===== config.mk =====
export PLATFORM = sky130hd
export DESIGN_NAME = apb4_master_bridge
export DESIGN_NICKNAME = d
export VERILOG_FILES = /design/src/rtl/apb4_master_bridge.sv
export SDC_FILE = /design/constraint.sdc
export NUM_CORES = 1
export LEC_CHECK = 0
export BUFFER_PORTS_ARGS = -buffer_cell sky130_fd_sc_hd__buf_4
export CAP_MARGIN = 10
export CORE_AREA = 2 2 112 114
export DETAILED_ROUTE_END_ITERATION = 10
export DIE_AREA = 0 0 114 116
export PLACE_DENSITY = 0.85
export SLEW_MARGIN = 20
export SYNTH_ARGS = -nofsm -noshare
export SYNTH_HDL_FRONTEND = slang
export SYNTH_SLANG_ARGS = --single-unit

===== constraint.sdc =====
create_clock -name PCLK -period 12.2 [get_ports PCLK]
set_clock_uncertainty 0.15 [all_clocks]
set_input_delay 2.44 -clock PCLK [delete_from_list [all_inputs] [get_ports PCLK]]
set_output_delay 2.44 -clock PCLK [all_outputs]
set_load 0.01 [all_outputs]

===== src/rtl/apb4_master_bridge.sv =====
// APB4 requester bridge: valid/ready command in, APB4 SETUP/ACCESS out, buffered response back.
// Optional ACCESS-phase watchdog is built only when APB4_TIMEOUT_EN is defined.
module apb4_master_bridge #(
  parameter int DATA_WIDTH     = 32,
  parameter int ADDR_WIDTH     = 32,
  parameter int NUM_SLV        = 3,
  parameter int SLV_SEL_LSB    = 8,
  parameter int TIMEOUT_CYCLES = 16
) (
  input  logic                            PCLK,
  input  logic                            PRESET,
  input  logic                            cmd_valid,
  output logic                            cmd_ready,
  input  logic                            cmd_write,
  input  logic [ADDR_WIDTH-1:0]           cmd_addr,
  input  logic [DATA_WIDTH-1:0]           cmd_wdata,
  input  logic [DATA_WIDTH/8-1:0]         cmd_strb,
  input  logic [2:0]                      cmd_prot,
  output logic                            rsp_valid,
  input  logic                            rsp_ready,
  output logic [DATA_WIDTH-1:0]           rsp_rdata,
  output logic                            rsp_err,
  output logic [ADDR_WIDTH-1:0]           PADDR,
  output logic [NUM_SLV-1:0]              PSEL,
  output logic                            PENABLE,
  output logic                            PWRITE,
  output logic [DATA_WIDTH-1:0]           PWDATA,
  output logic [DATA_WIDTH/8-1:0]         PSTRB,
  output logic [2:0]                      PPROT,
  input  logic [NUM_SLV-1:0]              PREADY,
  input  logic [NUM_SLV*DATA_WIDTH-1:0]   PRDATA,
  input  logic [NUM_SLV-1:0]              PSLVERR
);

  localparam int STRB_W = DATA_WIDTH / 8;
  localparam int IDX_W  = (NUM_SLV > 1) ? $clog2(NUM_SLV) : 1;

  typedef enum logic [1:0] {
    IDLE   = 2'd0,
    SETUP  = 2'd1,
    ACCESS = 2'd2,
    RESP   = 2'd3
  } state_t;

  state_t state;
  state_t state_next;

  logic [IDX_W-1:0]      cmd_idx;
  logic                  idx_ok;
  logic                  sel_ready;
  logic                  sel_err;
  logic [DATA_WIDTH-1:0] sel_rdata;
  logic                  timeout;

  logic [NUM_SLV-1:0]    psel_d;
  logic                  penable_d;
  logic [ADDR_WIDTH-1:0] paddr_d;
  logic                  pwrite_d;
  logic [DATA_WIDTH-1:0] pwdata_d;
  logic [STRB_W-1:0]     pstrb_d;
  logic [2:0]            pprot_d;
  logic                  rsp_valid_d;
  logic [DATA_WIDTH-1:0] rsp_rdata_d;
  logic                  rsp_err_d;

  assign cmd_idx   = cmd_addr[SLV_SEL_LSB +: IDX_W];
  assign idx_ok    = (int'(cmd_idx) < NUM_SLV);
  assign cmd_ready = (state == IDLE);

  // Completer return path: the registered one-hot PSEL masks out every unselected slave.
  always_comb begin
    sel_ready = |(PREADY & PSEL);
    sel_err   = |(PSLVERR & PSEL);
    sel_rdata = '0;
    for (int k = 0; k < NUM_SLV; k++) begin
      sel_rdata = sel_rdata | (PRDATA[k*DATA_WIDTH +: DATA_WIDTH] & {DATA_WIDTH{PSEL[k]}});
    end
  end

`ifdef APB4_TIMEOUT_EN
  localparam int TO_W = $clog2(TIMEOUT_CYCLES + 1);
  logic [TO_W-1:0] to_cnt;

  // Watchdog: cleared while in SETUP, counts ACCESS cycles that see no PREADY.
  always_ff @(posedge PCLK or posedge PRESET) begin
    if (PRESET) begin
      to_cnt <= '0;
    end else if (state == SETUP) begin
      to_cnt <= '0;
    end else if ((state == ACCESS) && !sel_ready) begin
      to_cnt <= to_cnt + TO_W'(1);
    end else begin
      to_cnt <= to_cnt;
    end
  end

  // Fires on the edge that would bring the count to TIMEOUT_CYCLES; a same-edge PREADY wins.
  assign timeout = (state == ACCESS) && !sel_ready && (to_cnt == TO_W'(TIMEOUT_CYCLES - 1));
`else
  // No watchdog: ACCESS waits for PREADY indefinitely.
  assign timeout = 1'b0 & (TIMEOUT_CYCLES != 0);
`endif

  // State register.
  always_ff @(posedge PCLK or posedge PRESET) begin
    if (PRESET) begin
      state <= IDLE;
    end else begin
      state <= state_next;
    end
  end

  // Next-state decode.
  always_comb begin
    state_next = state;
    case (state)
      IDLE: begin
        if (cmd_valid) begin
          state_next = idx_ok ? SETUP : RESP;
        end else begin
          state_next = IDLE;
        end
      end
      SETUP: begin
        state_next = ACCESS;
      end
      ACCESS: begin
        if (sel_ready || timeout) begin
          state_next = RESP;
        end else begin
          state_next = ACCESS;
        end
      end
      RESP: begin
        if (rsp_ready) begin
          state_next = IDLE;
        end else begin
          state_next = RESP;
        end
      end
      default: begin
        state_next = IDLE;
      end
    endcase
  end

  // Next values of the registered APB and response outputs; anything not touched holds.
  always_comb begin
    psel_d      = PSEL;
    penable_d   = PENABLE;
    paddr_d     = PADDR;
    pwrite_d    = PWRITE;
    pwdata_d    = PWDATA;
    pstrb_d     = PSTRB;
    pprot_d     = PPROT;
    rsp_valid_d = rsp_valid;
    rsp_rdata_d = rsp_rdata;
    rsp_err_d   = rsp_err;
    case (state)
      IDLE: begin
        if (cmd_valid && idx_ok) begin
          psel_d    = NUM_SLV'(1) << cmd_idx;
          penable_d = 1'b0;
          paddr_d   = cmd_addr;
          pwrite_d  = cmd_write;
          pwdata_d  = cmd_wdata;
          pstrb_d   = cmd_write ? cmd_strb : '0;
          pprot_d   = cmd_prot;
        end else if (cmd_valid) begin
          // Decode miss: answer directly without touching the APB bus.
          rsp_valid_d = 1'b1;
          rsp_err_d   = 1'b1;
          rsp_rdata_d = '0;
        end else begin
          rsp_valid_d = 1'b0;
        end
      end
      SETUP: begin
        penable_d = 1'b1;
      end
      ACCESS: begin
        if (sel_ready) begin
          psel_d      = '0;
          penable_d   = 1'b0;
          rsp_valid_d = 1'b1;
          rsp_err_d   = sel_err;
          rsp_rdata_d = (PWRITE || sel_err) ? '0 : sel_rdata;
        end else if (timeout) begin
          psel_d      = '0;
          penable_d   = 1'b0;
          rsp_valid_d = 1'b1;
          rsp_err_d   = 1'b1;
          rsp_rdata_d = '0;
        end else begin
          penable_d = 1'b1;
        end
      end
      RESP: begin
        if (rsp_ready) begin
          rsp_valid_d = 1'b0;
        end else begin
          rsp_valid_d = 1'b1;
        end
      end
      default: begin
        psel_d      = '0;
        penable_d   = 1'b0;
        rsp_valid_d = 1'b0;
      end
    endcase
  end

  // Output registers.
  always_ff @(posedge PCLK or posedge PRESET) begin
    if (PRESET) begin
      PSEL      <= '0;
      PENABLE   <= 1'b0;
      PADDR     <= '0;
      PWRITE    <= 1'b0;
      PWDATA    <= '0;
      PSTRB     <= '0;
      PPROT     <= 3'd0;
      rsp_valid <= 1'b0;
      rsp_rdata <= '0;
      rsp_err   <= 1'b0;
    end else begin
      PSEL      <= psel_d;
      PENABLE   <= penable_d;
      PADDR     <= paddr_d;
      PWRITE    <= pwrite_d;
      PWDATA    <= pwdata_d;
      PSTRB     <= pstrb_d;
      PPROT     <= pprot_d;
      rsp_valid <= rsp_valid_d;
      rsp_rdata <= rsp_rdata_d;
      rsp_err   <= rsp_err_d;
    end
  end

endmodule


# Word-level counts from Yosys, hierarchy flattened
# Cells that the tools add are included.
# totals
reg_bits	112
input_bits	178
out_inout_bits	111
# classes
magnitude_cmp	1
eq_ne	7
shifts	1
mux	26
bitwise	7
reduce_logical	13
# op_table
operator	count
$mux 32	4
$and 32x32->32	3
$or 32x32->32	2
$pmux 32 s2	1
$mux 1	10
$pmux 2 s4	1
$and 3x3->3	2
$mux 2	3
$mux 3	2
$ne 2x2->1 const B	3
$pmux 1 s3	2
$pmux 3 s2	1
$reduce_and 3->1	2
$reduce_bool 3->1	2
$reduce_or 3->1	2
$eq 2x2->1 const B	2
$mux 4	1
$reduce_and 2->1	2
$reduce_and 4->1	1
$shl 1x2->3 const A	1
$eq 2x1->1 const B	1
$logic_not 2->1	1
$lt 2x2->1 const B	1
$ne 2x1->1 const B	1
4 further kinds	4

# Longest topological paths before layout
# depth
depth_word	6
depth_mapped	8

# Least setup slack after synthesis
# OpenSTA, ideal clock, no wires.
# synth_path
path_type	input -> register
startpoint	input PREADY[0]
endpoint	register rsp_err
arrival_ps	3670
required_time_ps	11925
slack_ps	8255
stages	5
path_cell_list	a222oi_1 a32o_2 or2_1 buf_6 mux2_4
# synth_between
elab_chain_cells	4
# synth_rtl
element	line_no	source
from (decl)	30	input logic [NUM_SLV-1:0] PREADY,
$and 3x3->3	72	sel_ready = |(PREADY & PSEL);
$reduce_or 3->1	72	
$ne 2x2->1 (no source line)	-	
$reduce_and 4->1 (no source line)	-	
to (signal assigned)	236	rsp_err <= rsp_err_d;
to (decl)	22	output logic rsp_err,
# Every way passes these cells.
# A chain may end at the register's enable or synchronous reset.

# Worst setup path after layout
# Same ends and word-level chain as after synthesis.

==> flow_summary.yaml <==
worst_setup_path:
  setup_slack_of_the_worst_register_to_register_path_ns: 8.67
  critical_path.reg2reg.endpoint: "rsp_err$_DFFE_PP0P_"
  critical_path.max_fanout: 34
  critical_path_rt_ns: 12.28
  timing.critical_path.slowest_cell_delay_ns: 0.86
  worstReg2RegStart: "PSEL[1]$_DFFE_PP0P_"
  setup.worst_path.start: "PREADY[0]"
  crit_chain: "buf_4 -> a222oi_1 -> a32o_2 -> or2_2 -> mux2_4"
  worstRegToRegCells: 4
  crit_path_kind: "input pin to flip-flop"
  critPathLaunchType: "input pin"
  cp_data_arrival_time_ns: 5.07
  slowest_stage: "sky130_fd_sc_hd__or2_2"
  critPathCaptureType: "flip-flop"
timing:
  worst_slack_setup_final_ns: 7.21
  fin_setup_tns_ns: 0
  worst_slew_margin_rel: 0.362
  grt_setup_unrepaired: "no"
  setup-violations-final: 0
  fin_crit_ns: 4.99
  timing.hold.ws_ns: 0.325
  finalCritPeriodShare: 0.409
  tightest_slew_ns: 0.956
  maxClockFrequency_ghz: 0.200
  final_max_slew_viol_count: 0
  timing_hold_violations_final: 0
min_path:
  min_delay_path_depth: 2
  min_path_type: "flip-flop to flip-flop"
  holdPathEnd: "PWDATA[14]$_DFFE_PP0P_"
  startpoint_of_the_tightest_hold_check_path: "PWDATA[14]$_DFFE_PP0P_"
clock_network:
  htree_levels: 3
  cts.repair.resized: 0
  clk_path_buf_depth: 2
  cts_sinks: 112
  tritoncts: "yes"
  clock_insertion_delay_worst_skew_ns: 0.34
  post_cts_hold_buffer_count: 0
  path_clk_slew_ns: 0.07
  post-cts-setup-buffers: 0
  root_buffer: "sky130_fd_sc_hd__clkbuf_16"
  cts_inserted_buffers: 9
logic_synthesis:
  synth_top_family_by_area: "compound AO/OA/AOI/OAI gates"
  postSynthRegisterBits: 112
  synth_xor_xnor_area_share: 0
  synth-main-ff-cell: "sky130_fd_sc_hd__dfrtp_1"
  synth-edff-count: 0
  synth_adder_area_share: 0.0124
  synth-simple-area-share: 0.180
  synthesis.instances: 512
  synth_top_cell_by_area: "sky130_fd_sc_hd__dfrtp_1"
  ys.warnings.count: 0
  synth.top_cells.by_count: "sky130_fd_sc_hd__nand2_1, sky130_fd_sc_hd__dfrtp_1, sky130_fd_sc_hd__o21ai_0"
  synth_fp_nets: 695
  synth.area.mux_share: 0.0139
  synth_area_per_cell_um2: 9.86
  netlist_area_um2: 5050
  synth_area_leaders: "sky130_fd_sc_hd__dfrtp_1, sky130_fd_sc_hd__nand2_1, sky130_fd_sc_hd__o31ai_2"
  post-synth-top-area-fraction: 0.555
  synth_compound_gate_area_share: 0.189
  postSynth.asyncResetShare: 1.00
  post_synth_num_cell_types: 29
  seq_area_frac_synth: 0.555
  synth.most_common_cell: "sky130_fd_sc_hd__nand2_1"
layout:
  num-nets-final: 958
  post-route-cell-area_um2: 7530
  final_core_utilization: 0.632
  share_of_final_layout_standard_cells_stronger_than_drive_strength_1: 0.453
  instances_no_fill: 927
  diodes: 0
  area_delta_synth_final_pct: 49.1
  fillerInstances: 1007
routing:
  drt_wl_total_um: 15100
  postRouteAntennaNets: 0
  routedWlPerCell_um: 16.3
  post_drt_via_cell_ratio: 5.19
  route.vias.total: 4809
  drt_first_pass_iters: 8
  detailedRoute.firstIterationViolations: 400
  drcViolationCount: 0
grt:
  grtUsageTotal: 0.221
  grt_pass1_wl_um: 22900
  number_of_global_route_vias_before_repair: 4574
  antenna_found_initial: 0
  grt_max_degree: 71
  grt.overflow.total: 0
floorplanning:
  floorplan.die_area_um2: 13200
  placeableCoreArea_um2: 11900
  top_level_ports: 289
  fp.dieW_um: 114
  y_dimension_of_the_die_um: 116
  start_util: 0.424
  floorplan.rows: 40
pwr:
  powerDensity_nw_per_um2: 227
  final_power_mw: 1.71
  worst_ir_drop_vdd_v: 0.000133
  leakage_power_of_the_design_nw: 3.98
placed_design:
  dpl_worst_slack_ns: 6.88
  placed_cell_area_um2: 7230
  hpwl_um: 10900
  number_of_placed_instances_with_taps_included: 911
  routabilityCongestion: 0.753
  port_buffers: 288
job:
  max_cap_viol_count: 0
status:
  outcome: "finished clean"
-- placed cells by master (no fill, tap or decap) --
cell / instances
sky130_fd_sc_hd__a21boi_0: 1
sky130_fd_sc_hd__o22ai_1: 1
sky130_fd_sc_hd__nor3_1: 3
sky130_fd_sc_hd__nand3_2: 1
sky130_fd_sc_hd__mux2i_2: 1
sky130_fd_sc_hd__clkbuf_16: 9
sky130_fd_sc_hd__clkinv_2: 1
sky130_fd_sc_hd__nand3_1: 5
sky130_fd_sc_hd__clkbuf_8: 3
sky130_fd_sc_hd__ha_1: 5
sky130_fd_sc_hd__inv_1: 4
sky130_fd_sc_hd__dfrtp_2: 1
sky130_fd_sc_hd__clkinvlp_4: 3
sky130_fd_sc_hd__nand2_1: 210
sky130_fd_sc_hd__buf_4: 294
sky130_fd_sc_hd__o31ai_2: 30
sky130_fd_sc_hd__mux2_4: 1
sky130_fd_sc_hd__nor2b_1: 2
sky130_fd_sc_hd__inv_4: 1
sky130_fd_sc_hd__nor2_1: 8
sky130_fd_sc_hd__o31ai_1: 2
sky130_fd_sc_hd__dfrtp_1: 111
sky130_fd_sc_hd__a32o_2: 1
sky130_fd_sc_hd__or2_2: 2
sky130_fd_sc_hd__nor3b_1: 2
sky130_fd_sc_hd__a21oi_1: 2
sky130_fd_sc_hd__and2b_1: 1
sky130_fd_sc_hd__a22oi_1: 1
sky130_fd_sc_hd__o41ai_1: 1
sky130_fd_sc_hd__o21ai_0: 35
sky130_fd_sc_hd__mux2_2: 4
sky130_fd_sc_hd__a222oi_1: 33
sky130_fd_sc_hd__a21oi_4: 1
-- state kept, by name (all words and copies together) (netlist names) --
name and flops:
PADDR 32, PENABLE 1, PPROT 3, PSEL 3
PSTRB 4, PWDATA 32, PWRITE 1, rsp_err 1
rsp_rdata 32, rsp_valid 1, state 2
-- worst max-delay path: cells and delay by family --
kind,cells,cell delay [ns]
multiplexers,1,0.35
buffers and inverters,1,0.11
AO/OA/AOI/OAI,2,1.29
AND/OR/NAND/NOR,1,0.86
-- worst max-delay path by stage --
| stage | endpoint | slack, ns | cells past startpoint |
|---|---|---|---|
| 3_5_place_dp | rsp_err$_DFFE_PP0P_ | 6.88 | 5 |
| 3_3_place_gp | rsp_err$_DFFE_PP0P_ | 6.97 | 5 |
| 6_report | rsp_err$_DFFE_PP0P_ | 7.21 | 5 |
| 5_1_grt | rsp_err$_DFFE_PP0P_ | 7.13 | 5 |
| 2_1_floorplan | PADDR[0]$_DFFE_PP0P_ | 6.65 | 1 |
| 4_1_cts | rsp_err$_DFFE_PP0P_ | 7.25 | 5 |
-- per-layer routing --
metal | track usage | up-vias | part of all wire
li1 | - | 2293 | -
met1 | 0.274 | 2278 | 0.40
met2 | 0.374 | 213 | 0.50
met3 | 0.0586 | 25 | 0.083
met4 | 0.0837 | 0 | 0.020
met5 | 0 | - | 0
-- report_power, final --
part,internal (mW),switching [mW],leakage [nW]
logic,0.359,0.444,2.40
clock network,0.155,0.132,0.137
registers,0.518,0.101,1.44
-- area by class of cell --
type / count / area, µm² / area share
Multi-Input combinational cell: 353 / 2020 / 0.268
Tap cell: 147 / 184 / 0.0244
Timing Repair Buffer: 294 / 2210 / 0.293
Clock inverter: 4 / 27.5 / 0.00366
Sequential cell: 112 / 2800 / 0.373
Inverter: 5 / 21.3 / 0.00283
Clock buffer: 12 / 267 / 0.0354
-- cell families after synthesis --
kind of cell / count (synthesis)
buffers and inverters: 47
adders and majority gates: 5
muxes: 6
and+or+nand+nor: 234
AOI/OAI and AO/OA: 108
DFF: 112
Power figures use the tool's default switching activity.
